**src/rtl/serial_frame_collector_if.sv**
```systemverilog
// Bundle between the sequence detector's serial output and the frame collector.
// The master drives the step enable and serial pair; the slave publishes frame results.
interface serial_frame_collector_if #(
  parameter int unsigned WIDTH = 8
) ();
  logic             clkEN;
  logic             SerOutValid;
  logic             SerOut;
  logic [WIDTH-1:0] ParOut;
  logic [3:0]       BitCount;
  logic             Overflow;
  logic             FrameDone;
  logic [3:0]       FrameCount;

  modport master (
    output clkEN, SerOutValid, SerOut,
    input  ParOut, BitCount, Overflow, FrameDone, FrameCount
  );

  modport slave (
    input  clkEN, SerOutValid, SerOut,
    output ParOut, BitCount, Overflow, FrameDone, FrameCount
  );
endinterface

```
**src/rtl/serial_frame_collector.sv**
```systemverilog
// Assembles each SerOutValid burst, sampled on clkEN steps, into a parallel word and
// publishes word, bit length, overflow flag and a running frame count on frame end.
module serial_frame_collector #(
  parameter int unsigned WIDTH = 8
) (
  input logic                   clk,
  input logic                   rst,
  serial_frame_collector_if.slave bus
);

  typedef enum logic [1:0] {StIdle, StCollect, StDone} state_e;

  state_e           state_q, state_d;
  logic [WIDTH-1:0] sh_q, sh_d;
  logic [WIDTH-1:0] par_q, par_d;
  logic [3:0]       cnt_q, cnt_d;
  logic [3:0]       bcnt_q, bcnt_d;
  logic [3:0]       fcnt_q, fcnt_d;
  logic             ov_q, ov_d;
  logic             ovf_q, ovf_d;
  logic             done_q, done_d;
  logic             take;

  assign take = bus.clkEN & bus.SerOutValid;

  always_comb begin
    state_d = state_q;
    sh_d    = sh_q;
    cnt_d   = cnt_q;
    ov_d    = ov_q;
    par_d   = par_q;
    bcnt_d  = bcnt_q;
    ovf_d   = ovf_q;
    fcnt_d  = fcnt_q;
    done_d  = 1'b0;
    unique case (state_q)
      // DONE exits exactly like IDLE, so a frame may start in the publish cycle.
      StIdle, StDone: begin
        if (take) begin
          sh_d    = {{(WIDTH-1){1'b0}}, bus.SerOut};
          cnt_d   = 4'd1;
          ov_d    = 1'b0;
          state_d = StCollect;
        end else begin
          state_d = StIdle;
        end
      end
      StCollect: begin
        if (take) begin
          sh_d = {sh_q[WIDTH-2:0], bus.SerOut};
          if (cnt_q != 4'd15) cnt_d = cnt_q + 4'd1;
          // cnt_q already holds WIDTH bits, so this one is bit WIDTH+1 or later.
          if (cnt_q >= 4'(WIDTH)) ov_d = 1'b1;
        end else if (bus.clkEN) begin
          state_d = StDone;
          par_d   = sh_q;
          bcnt_d  = cnt_q;
          ovf_d   = ov_q;
          fcnt_d  = fcnt_q + 4'd1;
          done_d  = 1'b1;
        end
      end
      default: state_d = StIdle;
    endcase
  end

  always_ff @(posedge clk) begin
    if (rst) begin
      state_q <= StIdle;
      sh_q    <= '0;
      cnt_q   <= '0;
      ov_q    <= 1'b0;
      par_q   <= '0;
      bcnt_q  <= '0;
      ovf_q   <= 1'b0;
      fcnt_q  <= '0;
      done_q  <= 1'b0;
    end else begin
      state_q <= state_d;
      sh_q    <= sh_d;
      cnt_q   <= cnt_d;
      ov_q    <= ov_d;
      par_q   <= par_d;
      bcnt_q  <= bcnt_d;
      ovf_q   <= ovf_d;
      fcnt_q  <= fcnt_d;
      done_q  <= done_d;
    end
  end

  assign bus.ParOut     = par_q;
  assign bus.BitCount   = bcnt_q;
  assign bus.Overflow   = ovf_q;
  assign bus.FrameDone  = done_q;
  assign bus.FrameCount = fcnt_q;

endmodule

```
**src/flat_wrapper.sv**
```systemverilog
// flat-port wrapper written by rule: the top's interface ports become plain ports
module serial_frame_collector_flat 
#(
  parameter int unsigned WIDTH = 8
)
  (clk, rst, bus_clkEN, bus_SerOutValid, bus_SerOut, bus_ParOut, bus_BitCount, bus_Overflow, bus_FrameDone, bus_FrameCount);
  serial_frame_collector_if #(.WIDTH(WIDTH)) bus_i ();
  input logic clk;
  input logic rst;
  input wire logic [$bits(bus_i.clkEN)-1:0] bus_clkEN;
  input wire logic [$bits(bus_i.SerOutValid)-1:0] bus_SerOutValid;
  input wire logic [$bits(bus_i.SerOut)-1:0] bus_SerOut;
  output wire logic [$bits(bus_i.ParOut)-1:0] bus_ParOut;
  output wire logic [$bits(bus_i.BitCount)-1:0] bus_BitCount;
  output wire logic [$bits(bus_i.Overflow)-1:0] bus_Overflow;
  output wire logic [$bits(bus_i.FrameDone)-1:0] bus_FrameDone;
  output wire logic [$bits(bus_i.FrameCount)-1:0] bus_FrameCount;
  assign bus_i.clkEN = bus_clkEN;
  assign bus_i.SerOutValid = bus_SerOutValid;
  assign bus_i.SerOut = bus_SerOut;
  assign bus_ParOut = bus_i.ParOut;
  assign bus_BitCount = bus_i.BitCount;
  assign bus_Overflow = bus_i.Overflow;
  assign bus_FrameDone = bus_i.FrameDone;
  assign bus_FrameCount = bus_i.FrameCount;
  serial_frame_collector #(.WIDTH(WIDTH)) u_core (.clk(clk), .rst(rst), .bus(bus_i));
endmodule
```
**config.mk**
```make
export PLATFORM = sky130hd
export DESIGN_NAME = serial_frame_collector_flat
export DESIGN_NICKNAME = d
export VERILOG_FILES = /design/src/rtl/serial_frame_collector_if.sv /design/src/rtl/serial_frame_collector.sv /design/src/flat_wrapper.sv
export SDC_FILE = /design/constraint.sdc
export NUM_CORES = 1
export LEC_CHECK = 0
export ABC_AREA = 0
export CAP_MARGIN = 20
export CORE_MARGIN = 3
export CORE_UTILIZATION = 55
export CTS_BUF_LIST = sky130_fd_sc_hd__clkbuf_16
export DETAILED_ROUTE_END_ITERATION = 8
export GPL_ROUTABILITY_DRIVEN = 0
export PLACE_DENSITY = 0.85
export SETUP_SLACK_MARGIN = 0.02
export SLEW_MARGIN = 10
export SYNTH_ARGS = -nofsm -noshare
export SYNTH_HDL_FRONTEND = slang
export SYNTH_SLANG_ARGS = --single-unit
```
**constraint.sdc**
```tcl
create_clock -name clk -period 2 [get_ports clk]
set_input_delay 0.4 -clock clk [delete_from_list [all_inputs] [get_ports clk]]
set_output_delay 0.4 -clock clk [all_outputs]
set_load 0.01 [all_outputs]
```
# Word-level counts from Yosys, hierarchy flattened
# Index checks and enable logic that the tools add are counted.
totals:
  ff_bits: 33
  in_bits: 5
  out_inout_bits: 18
op_classes:
  add_sub_neg: 2
  magnitude_cmp: 1
  n_eq_ne: 9
  muxes: 16
  bitwise: 3
  reduce_logical: 9
ops:
  columns: ["op", "n"]
  rows:
  - ["two-way mux 8 bit", 2]
  - ["one-hot mux 8 bit (2 select lines)", 1]
  - ["two-way mux 4 bit", 3]
  - ["adder 4 x 1 -> 4 bit (second input constant)", 2]
  - ["inequality test 2 x 1 -> 1 bit (second input constant)", 4]
  - ["one-hot mux 4 bit (2 select lines)", 1]
  - ["AND reduction 4 bit", 2]
  - ["AND reduction 3 bit", 2]
  - ["two-way mux 1 bit", 5]
  - [">= comparator 4 bit (second input constant)", 1]
  - ["two-way mux 2 bit", 2]
  - ["inequality test 2 bit (second input constant)", 2]
  - ["inequality test 4 bit (second input constant)", 1]
  - ["one-hot mux 2 bit (2 select lines)", 1]
  - ["OR reduction 3 bit", 1]
  - ["== test 2 x 1 -> 1 bit (second input constant)", 1]
  - ["== test 2 bit (second input constant)", 1]
  - ["logical NOT 2 bit", 1]
  - ["NOT 1 bit", 2]
  - ["one-hot mux 1 bit (2 select lines)", 1]
  - ["AND reduction 2 bit", 1]
  - ["nonzero test 2 bit", 1]
  - ["OR reduction 2 bit", 1]
  - ["bitwise AND 1 bit", 1]

# Longest topological paths before layout
# Gate-level depths: netlist (run 1).
depth:
  ltp_word: 4
  mapped_depth: 6
  ltp_nobuf: 4

# Worst setup path after synthesis (run 1)
# No wires, ideal clock.
synth_path:
  kind: "reg2reg"
  start: "register u_core.cnt_q[0]"
  end: "register u_core.cnt_q[0]"
  arrival_time_ns: 1.196
  t_required_ns: 1.909
  setup_slack_ns: 0.713
  path_stages_with_launch: 5
  path_buffers: 0
  period_less_slack_ns: 1.287
  path_cell_list: "dfxtp_1 > ha_1 > and4_1 > o31a_1 > a311oi_1"
synth_between:
  elab_chain_len: 4
  word_cells_on_any_way: 7
synth_lines:
  columns: ["element", "line", "rtl"]
  rows:
  - ["start, declared", "serial_frame_collector.sv:16", "logic [3:0] cnt_q, cnt_d;"]
  - ["start signal, assigned", "serial_frame_collector.sv:81", "cnt_q <= cnt_d;"]
  - ["adder 4 x 1 -> 4 bit", "serial_frame_collector.sv:51", "if (cnt_q != 4'd15) cnt_d = cnt_q + 4'd1;"]
  - ["two-way mux 4 bit", "serial_frame_collector.sv:51", null]
  - ["two-way mux 4 bit", "serial_frame_collector.sv:49", "if (take) begin"]
  - ["one-hot mux 4 bit (2 select lines)", "serial_frame_collector.sv:36", "unique case (state_q)"]
# Several ways; a longest one is shown, not always the timed one. The select of a mux whose other input is x is not followed.
# A chain may end at the register's enable or synchronous reset.

# Final worst setup path (run 1)
layout_path:
  start: "register u_core.fcnt_q[0], in the netlist u_core.bus.FrameCount[0]"
  end: "output bus_FrameCount[0]"
layout_rtl:
  columns: ["element", "line", "rtl"]
  rows:
  - ["start, declared", "serial_frame_collector.sv:18", "logic [3:0] fcnt_q, fcnt_d;"]
  - ["start signal, assigned", "serial_frame_collector.sv:86", "fcnt_q <= fcnt_d;"]
  - ["end, declared", "flat_wrapper.sv:17", "output wire logic [$bits(bus_i.FrameCount)-1:0] bus_FrameCount;"]
# No word-level cell between the ends.

==> metrics.yaml, run 1 <==
min_path:
  hold_path.class: "reg2reg"
  holdPathStages: 2
timing:
  worst_clock_skew_ps: 3.01
  maxClockFrequency_mhz: 611
  post-route-period-util: 0.818
  fin_crit_ps: 1640
  setup_slack_ps: 364
  setup_viol: 0
  hold_viol_final: 0
  finalSetupTns_ps: 0
  rsz0062_at_grt: "false"
  final_max_slew_viol_count: 0
  slew_headroom: 0.713
  tightest_slew_ps: 426
drt:
  num_vias: 1213
  drtPass1Iterations: 4
  drt-wirelength-per-cell_um: 13.9
  route.detailed.drc: 0
  ant_nets: 0
  routed_via_density: 5.64
  drt-initial-drc-count: 37
  routed_wl_mm: 3.00
setup_path:
  critPathTopFamily: "buffers and inverters"
  crit_type: "reg2out"
  path_max_fanout: 4
  critPathRequiredTime_ps: 1600
  max_stage_delay_ps: 560
  cp_num_buf_inv: 1
  endpoint_kind: "output pin"
  worstPathCellList: "clkdlybuf4s50_1"
  worstSetupStartpointType: "flop"
  ff2ff_path_depth: 4
  worst-path-stages: 1
  arrival_ps: 1240
  cpMaxStageDelayCell: "clkdlybuf4s50_1"
global_route:
  grt_first_pass_wirelength_mm: 5.10
  grt-ovfl-total: 0
  antenna_found_initial: 0
  grt_pass1_vias: 1188
  grt.total_usage: 0.210
  grt_max_degree: 21
logic_synthesis:
  synthFlopType: "dfxtp_1"
  async_flop_share: 0
  netlist.top_cell.by_area: "dfxtp_1"
  syn_avg_cell_area_sq_um: 8.35
  yosys-top-cells-count: "nand2_1 (39), dfxtp_1 (33), a21oi_1 (26)"
  yosysMostFrequentCell: "nand2_1"
  ys_ff_latch: 33
  syn-instance-count: 164
  synthTopCellsByArea: "dfxtp_1 (48%), nand2_1 (11%), a21oi_1 (9.5%)"
  yosys_warnings: 0
  netlist.area_leader.share: 0.483
  syn-num-nets: 172
  synth_cell_type_count: 31
  synth_area_sq_um: 1370
  synth_edf_count: 0
  seq_area_frac_synth: 0.483
clock_network:
  clk_pin_slew_ps: 50
  htreeDepth: 2
  cts-resized-gates: 0
  clock_latency_ps: 270
  cts_tree: "done"
  cts_setup_buffers: 0
  cts_hold_buffers: 0
  root_buffer: "clkbuf_16"
  clock_sinks: 33
  cts_made_buffers: 5
  clk_path_buf_depth: 2
power:
  peakVddDrop_mv: 0.856
  powerDensity_nw_per_um2: 897
  leakage_nw: 0.601
die:
  io_pins: 23
  die_x_um: 55.9
  die_h_um: 55.9
  start_util: 0.601
  die_area_sq_um: 3120
  rows: 17
  core_region_area_sq_um: 2280
finish:
  drive_gt1_frac: 0.0695
  nNetsFinal: 194
  antenna_cells: 0
  syn_to_final_growth_pct: 28.1
  stdcell_count: 215
place:
  dp.cells: 207
  dp_hpwl_mm: 2.04
  pre_cts_slack_ps: 182
  io_buffers: 22
job:
  drv_cap: 0
outcome:
  status: "finished clean"
[worst min-delay path: stages (launching register included)]
cell and delay (ps):
dfxtp_1 300, nand2_1 50, a21oi_1 50
[cells in the final DEF, fill, tap and decap left out, types with 2 or more instances in the layout]
master and instances:
nor2_1 6, o21ai_0 11, or3_1 2, inv_1 6, a311oi_1 2, ha_1 3
o31ai_1 2, nand3_1 5, buf_4 5, nor2b_1 3, clkdlybuf4s50_1 22, dfxtp_1 33
clkbuf_16 5, nand2_1 39, and2_1 2, a21oi_1 26
[per-stage QoR]
| step | power (mW) | cell area (sq um) | hold slack (ps) | utilization |
|---|---|---|---|---|
| after global placement | 0.746 | 1590 | 445 | 0.699 |
| after detailed placement | 0.749 | 1590 | 446 | 0.699 |
| after floorplan | 0.726 | 1370 | 428 | - |
| final | 1.57 | 1750 | 452 | 0.770 |
| after global routing | 1.63 | 1750 | 466 | 0.770 |
| after CTS | 1.58 | 1750 | 453 | 0.770 |
[cell type report]
cell class | count | area [sq um]
fillers | 159 | 523
clock inverters | 3 | 37.5
multi-input cells | 114 | 618
repair buffers | 27 | 258
flip-flops and latches | 33 | 661
inverters | 5 | 18.8
clock buffers | 5 | 125
well taps | 28 | 35.0
[power by group]
| part | leakage, nW | internal, mW | switching (mW) |
|---|---|---|---|
| combinational | 0.252 | 0.0268 | 0.0356 |
| clock | 0.0826 | 0.577 | 0.258 |
| sequential | 0.266 | 0.665 | 0.00964 |
| total | 0.601 | 1.27 | 0.304 |
[path summary, 6_finish.rpt]
| path | end | slack, ps | start |
|---|---|---|---|
| max | bus_FrameCount[0] | 360 | u_core.bus.FrameCount[0]$_SDFFE_PP0P_ |
| min | u_core.bus.Overflow$_SDFFE_PP0P_ | 450 | u_core.bus.Overflow$_SDFFE_PP0P_ |
| max reg2reg | u_core.cnt_q[1]$_SDFFE_PP0P_ | 560 | u_core.cnt_q[1]$_SDFFE_PP0P_ |
| min reg2reg | u_core.bus.Overflow$_SDFFE_PP0P_ | 450 | u_core.bus.Overflow$_SDFFE_PP0P_ |
[registers in the layout, indices dropped and copies added, names as in the netlist]
signal and cells:
u_core.bus.FrameDone 1, u_core.ov_q 1, u_core.bus.BitCount 4, u_core.sh_q 8, u_core.bus.ParOut 8, u_core.bus.Overflow 1
u_core.cnt_q 4, u_core.bus.FrameCount 4, u_core.state_q 2
[routing by layer]
layer  routed length (um)  global-route usage  vias up
met4                   54              0.0847        0
li1                     -                   -      605
met1                 1230               0.219      559
met3                  203              0.0789        7
met2                 1510               0.377       42
met5                    0                   0        -
[kinds of logic (layout without fill, tap and decap cells)]
logic type | count (synthesis) | count (layout) | share of synthesized area
AO/OA/AOI/OAI | 46 | 46 | 0.188
XOR/XNOR | 1 | 1 | 0.00640
adder cells (fa/ha/maj) | 3 | 3 | 0.0274
buffers and inverters | 17 | 40 | 0.0658
flip-flops | 33 | 33 | 0.483
AND/OR/NAND/NOR | 64 | 64 | 0.229
Note: power is estimated with default switching activity, not from simulation.
==> run 2, diff against run 1 <==
--- a/config.mk
+++ b/config.mk
@@ -8,11 +8,11 @@
 export ABC_AREA = 0
 export CAP_MARGIN = 20
 export CORE_MARGIN = 3
-export CORE_UTILIZATION = 55
+export CORE_UTILIZATION = 46
 export CTS_BUF_LIST = sky130_fd_sc_hd__clkbuf_16
 export DETAILED_ROUTE_END_ITERATION = 8
 export GPL_ROUTABILITY_DRIVEN = 0
-export PLACE_DENSITY = 0.85
+export PLACE_DENSITY = 0.76
 export SETUP_SLACK_MARGIN = 0.02
 export SLEW_MARGIN = 10
 export SYNTH_ARGS = -nofsm -noshare
==> constraint.sdc (replaced) <==
create_clock -name clk -period 1.5 [get_ports clk]
set_input_delay 0.3 -clock clk [delete_from_list [all_inputs] [get_ports clk]]
set_output_delay 0.3 -clock clk [all_outputs]
set_load 0.01 [all_outputs]
==> run 2 against run 1 <==
Net effect: hold slack worse by 1.3 ps; sequential cell count did not move; design area rose by 6.2%; sequential share of layout area is 2.1 points lower; non-clock buffer count grew 10; combinational power is 68% higher; first-iteration DRC count rose by 110%; largest power group unchanged.
==> metrics.yaml, run 2 (synthesis gave the netlist of run 1 again) <==
outcome:
  status: "finished clean"
drt:
  routed_via_density: 5.61  # -0.49%
  drt-initial-drc-count: 79  # +110%
  drtPass1Iterations: 5  # +1
  num_vias: 1280  # +5.5%
  ant_nets: 0  # unchanged
  route.detailed.drc: 0  # unchanged
  drt-wirelength-per-cell_um: 14.3  # +2.5%
  drt-met1-wl_mm: 1.38  # +13%
  routed_wl_mm: 3.26  # +8.7%
  met3_length_um: 197  # -3.0%
  top_layer: "met4"
  wl_met2_mm: 1.60  # +5.9%
finish:
  final_common_cell: "nand2_1"
  fin_area_sq_um: 1860  # +6.2%
  stdcell_count: 228  # +6.0%
  nNetsFinal: 204  # +5.2%
  ff_latch_area_sq_um: 662  # +0.19%
  antenna_cells: 0  # unchanged
  syn_to_final_growth_pct: 36.0
  nFillCells: 221  # +39%
  mostFrequentLayoutCells: "nand2_1 (39), dfxtp_1 (32), a21oi_1 (26), buf_4 (14)"
  drive_gt1_frac: 0.122  # +0.0523
  multiInputGateArea_sq_um: 618  # unchanged
clock_network:
  clock_latency_ps: 270  # about the same
  clk_path_buf_depth: 2  # unchanged
  cts_hold_buffers: 0  # unchanged
  clock_sinks: 33  # unchanged
  cts_tree: "done"
  cts_made_buffers: 5  # unchanged
  htreeDepth: 2  # unchanged
  root_buffer: "clkbuf_16"
  clk_pin_slew_ps: 50  # about the same
place:
  io_buffers: 22  # unchanged
  dp_hpwl_mm: 2.26  # +11%
  pre_cts_slack_ps: -178  # -360 ps
  place_area_sq_um: 1680  # +5.7%
  dp.cells: 220  # +6.3%
timing:
  setup_viol: 0  # unchanged
  post-route-period-util: 0.961
  hold_viol_final: 0  # unchanged
  rsz0062_at_grt: "false"
  final_max_slew_viol_count: 0  # unchanged
  worst_clock_skew_ps: 4.54  # +1.53 ps
  fin_hold_ws_ps: 450  # -1.27 ps
  maxClockFrequency_mhz: 694
  tightest_slew_ps: 401  # -24.7 ps
  slew_headroom: 0.733  # +0.0201
  fin_crit_ps: 1440
  setup_slack_ps: 59.0  # -305 ps
power:
  powerDensity_nw_per_um2: 1140  # +27%
  peakVddDrop_mv: 0.776  # -9.4%
  power_mw: 2.12  # +35%
  leakage_nw: 0.815  # +36%
global_route:
  grt_pass1_vias: 1179  # -0.76%
  antenna_found_initial: 0  # unchanged
  grt.total_usage: 0.201  # -0.00864
  grt_max_degree: 23  # +9.5%
  grt_first_pass_wirelength_mm: 5.26  # +3.2%
  grt-ovfl-total: 0  # unchanged
setup_path:
  cp_num_buf_inv: 1  # unchanged
  critPathRequiredTime_ps: 1200  # -400 ps
  crit_type: "reg2out"
  worstSetupStartpointType: "flop"
  max_stage_delay_ps: 530  # -30 ps
  r2r_setup_slack_ps: 70  # -490 ps
  arrival_ps: 1140  # -100 ps
  endpoint_kind: "output pin"
  path_max_fanout: 2  # -2
  critPathTopFamily: "buffers and inverters"
  worstPathCellList: "clkdlybuf4s50_1"
  cpMaxStageDelayCell: "clkdlybuf4s50_1"
die:
  rows: 19  # +2
  die_h_um: 60.6  # +8.3%
  die_area_sq_um: 3670  # +17%
  core_region_area_sq_um: 2810  # +23%
  die_x_um: 60.6  # +8.3%
  start_util: 0.488  # -0.113
  io_pins: 23  # unchanged
job:
  drv_cap: 0  # unchanged
min_path:
  hold_path.class: "reg2reg"
[run 2: cell type report]
class,instances,share of cell area
Sequential cell,33,0.356
Multi-Input combinational cell,114,0.332
Timing Repair Buffer,37,0.194
Clock buffer,5,0.0672
Tap cell,31,0.0208
Clock inverter,3,0.0202
Inverter,5,0.0101
[run 2: power by group]
group / leakage, nW / total, mW / internal (mW) / switching, mW
combinational: 0.465 / 0.105 / 0.0496 / 0.0559
clock: 0.0826 / 1.12 / 0.770 / 0.349
sequential: 0.267 / 0.897 / 0.887 / 0.0105
[run 2: final timing paths]
path,cells after the start,from,endpoint
hold reg to reg,2,u_core.bus.BitCount[0]$_SDFFE_PP0P_,u_core.bus.BitCount[0]$_SDFFE_PP0P_
setup reg to reg,4,u_core.state_q[0]$_SDFFE_PP0P_,u_core.cnt_q[2]$_SDFFE_PP0P_
setup / recovery,1,u_core.bus.ParOut[6]$_SDFFE_PP0P_,bus_ParOut[6]
hold / removal,2,u_core.bus.BitCount[0]$_SDFFE_PP0P_,u_core.bus.BitCount[0]$_SDFFE_PP0P_
[run 2: routing by layer]
metal	track usage	up-vias
li1	-	625
met5	0	-
met3	0.0894	8
met2	0.318	41
met1	0.231	606
met4	0.105	0
[run 2: metrics by stage]
step,utilization,TNS (ps)
5_1_grt,0.664,0
4_1_cts,0.657,0
3_5_place_dp,0.599,-2720
2_1_floorplan,-,0
3_3_place_gp,0.599,-1630
6_report,0.664,0
[run 2: worst min-delay path: stages, from the launching register on]
cell and delay [ps]:
dfxtp_1 300, nand2_1 50, a21oi_1 50
[run 2: what timing repair did]
item	CTS	global route
setup buffers	0	0
gates resized for setup	4	8
endpoints found under the setup margin	3	8
pin swaps	0	0
==> run 3, diff against run 2 <==
--- a/config.mk
+++ b/config.mk
@@ -6,10 +6,14 @@
 export NUM_CORES = 1
 export LEC_CHECK = 0
 export ABC_AREA = 0
+export ABC_CLOCK_PERIOD_IN_PS = 1500
 export CAP_MARGIN = 20
+export CELL_PAD_IN_SITES_DETAIL_PLACEMENT = 0
+export CELL_PAD_IN_SITES_GLOBAL_PLACEMENT = 1
 export CORE_MARGIN = 3
-export CORE_UTILIZATION = 46
+export CORE_UTILIZATION = 34
 export CTS_BUF_LIST = sky130_fd_sc_hd__clkbuf_16
+export CTS_CLUSTER_SIZE = 28
 export DETAILED_ROUTE_END_ITERATION = 8
 export GPL_ROUTABILITY_DRIVEN = 0
 export PLACE_DENSITY = 0.76
==> run 3 against run 2 <==
Net effect: power is 9.3% lower; core utilization is 18 points lower; non-clock buffer count shrank 4; clock skew down 2.2 ps; die area rose by 32%; largest power group unchanged; sequential share of layout area rose by 0.71 points; worst setup slack improved by 8.8 ps; critical endpoint is now bus_BitCount[1]; wire length down 7.7%.
==> metrics.yaml, run 3 (synthesis gave the netlist of run 1 again) <==
job:
  drv_cap: 0  # unchanged
min_path:
  hold_path.class: "in2reg"
timing:
  fin_crit_ps: 1430  # -8.83 ps
  post-route-period-util: 0.955  # -0.00589
  maxClockFrequency_mhz: 698  # +0.62%
  finalSetupTns_ps: 0  # unchanged
  final_max_slew_viol_count: 0  # unchanged
  rsz0062_at_grt: "false"
  worst_clock_skew_ps: 2.30  # -2.24 ps
  slew_headroom: 0.728  # -0.00439
  hold_viol_final: 0  # unchanged
  setup_viol: 0  # unchanged
  tightest_slew_ps: 407  # +6.03 ps
drt:
  drt-initial-drc-count: 72  # -8.9%
  drtPass1Iterations: 4  # -1
  num_vias: 1213  # -5.2%
  drt-wirelength-per-cell_um: 12.5  # -13%
  ant_nets: 0  # unchanged
  routed_via_density: 5.03  # -10%
  route.detailed.drc: 0  # unchanged
  routed_wl_mm: 3.01  # -7.7%
clock_network:
  cts_tree: "done"
  root_buffer: "clkbuf_16"
  clock_sinks: 33  # unchanged
  htreeDepth: 2  # unchanged
  cts_setup_buffers: 0  # unchanged
  clock_latency_ps: 270  # about the same
  clk_path_buf_depth: 2  # unchanged
  cts_hold_buffers: 0  # unchanged
  clk_pin_slew_ps: 50  # about the same
  cts_made_buffers: 5  # unchanged
setup_path:
  cpMaxStageDelayCell: "clkdlybuf4s50_1"
  arrival_ps: 1130  # about the same
  crit_type: "reg2out"
  cp_num_buf_inv: 1  # unchanged
  cp-startpoint: "u_core.bus.BitCount[1]$_SDFFE_PP0P_"
  r2r_setup_slack_ps: 90  # +20 ps
  worst-path-stages: 1  # unchanged
  ff2ff_path_depth: 4  # unchanged
  worstSetupStartpointType: "flop"
  endpoint_kind: "output pin"
  worstPathCellList: "clkdlybuf4s50_1"
  path_max_fanout: 2  # unchanged
  max_stage_delay_ps: 540  # about the same
  crit_path_end: "bus_BitCount[1]"
  critPathRequiredTime_ps: 1200  # about the same
  crit-reg2reg-launch: "u_core.cnt_q[1]$_SDFFE_PP0P_"
  critPathTopFamily: "buffers and inverters"
  r2r_end: "u_core.cnt_q[0]$_SDFFE_PP0P_"
finish:
  nNetsFinal: 200  # -2.0%
  mostFrequentLayoutCells: "nand2_1 (39), dfxtp_1 (33), a21oi_1 (26), clkdlybuf4s50_1 (14)"
  stdcell_count: 241  # +5.7%
  post-route-util: 0.483  # -0.181
  antenna_cells: 0  # unchanged
  drive_gt1_frac: 0.109  # -0.0130
  syn_to_final_growth_pct: 33.1
  final_common_cell: "nand2_1"
global_route:
  grt-ovfl-total: 0  # unchanged
  grt.total_usage: 0.131  # -0.0708
  grt_first_pass_wirelength_mm: 5.20  # -1.2%
  antenna_found_initial: 0  # unchanged
  grt_max_degree: 22  # -4.3%
  grt_pass1_vias: 1144  # -3.0%
die:
  die_area_sq_um: 4820  # +32%
  rows: 22  # +3
  start_util: 0.363  # -0.125
  die_h_um: 69.5  # +15%
  io_pins: 23  # unchanged
  core_region_area_sq_um: 3770  # +34%
  die_x_um: 69.5  # +15%
power:
  leakage_nw: 0.714  # -12%
  powerDensity_nw_per_um2: 1060  # -7.3%
  peakVddDrop_mv: 0.500  # -36%
place:
  dp.cells: 233  # +5.9%
  dp_hpwl_mm: 2.20  # -3.0%
  io_buffers: 22  # unchanged
outcome:
  status: "finished clean"
-- run 3: changes by cell type in the layout (fill, tap and decap cells not counted) --
| cell | before | now |
|---|---|---|
| buf_4 | 14 | 10 |
| clkdlybuf4s50_1 | 11 | 14 |
| dlymetal6s2s_1 | 8 | 5 |
| clkinv_2 | 0 | 2 |
| and2_1 | 2 | 1 |
| and2_2 | 0 | 1 |
| bufinv_16 | 1 | 0 |
| clkinv_1 | 1 | 0 |
| dfxtp_1 | 32 | 33 |
| dfxtp_2 | 1 | 0 |
| o21ai_0 | 11 | 10 |
| o21ai_1 | 0 | 1 |
-- run 3: where the power goes --
part | switching, mW | internal [mW]
logic | 0.0524 | 0.0448
registers | 0.0114 | 0.886
clock network | 0.329 | 0.600
-- run 3: final cells by class --
cell class / count / area [sq um]
repair buffers: 33 / 324
clock buffers: 5 / 125
clock inverters: 3 / 13.8
multi-input cells: 114 / 619
flip-flops and latches: 33 / 661
well taps: 48 / 60.1
fillers: 354 / 1950
inverters: 5 / 18.8
-- run 3: worst min-delay path by stage --
stage | start | end | cells after the start
after floorplan | bus_clkEN | u_core.state_q[0]$_SDFFE_PP0P_ | 1
after global placement | u_core.bus.Overflow$_SDFFE_PP0P_ | u_core.bus.Overflow$_SDFFE_PP0P_ | 2
after detailed placement | u_core.bus.ParOut[3]$_SDFFE_PP0P_ | u_core.bus.ParOut[3]$_SDFFE_PP0P_ | 2
after CTS | u_core.bus.ParOut[3]$_SDFFE_PP0P_ | u_core.bus.ParOut[3]$_SDFFE_PP0P_ | 2
after global routing | bus_SerOutValid | u_core.state_q[0]$_SDFFE_PP0P_ | 3
final | bus_SerOutValid | u_core.state_q[0]$_SDFFE_PP0P_ | 3
-- run 3: worst register-to-register path: stages (launching register included) --
cell and delay (ps):
dfxtp_1 350, ha_1 260, and4_1 240, o31a_1 230, a311oi_1 240
-- run 3: through the flow --
step / instance area (sq um) / hold WS (ps) / total power [mW] / setup WS [ps]
after floorplan: 1370 / 415 / 0.968 / 213
after global placement: 1670 / 446 / 1.01 / -143
after detailed placement: 1670 / 447 / 1.01 / -199
after CTS: 1810 / 454 / 1.96 / 45.9
after global routing: 1820 / 441 / 2.01 / 22.8
final: 1820 / 410 / 1.92 / 67.8
-- run 3: layer usage --
layer / up-vias / wire length (um) / GRT usage
li1: 620 / - / -
met1: 564 / 1400 / 0.170
met2: 27 / 1440 / 0.203
met3: 2 / 154 / 0.0406
met4: 0 / 19 / 0.0456
met5: - / 0 / 0
-- run 3: what timing repair did --
| action | CTS | global route |
|---|---|---|
| gates resized for setup | 3 | 7 |
| endpoints found under the setup margin | 3 | 11 |
| endpoints found under the hold margin | 0 | 0 |
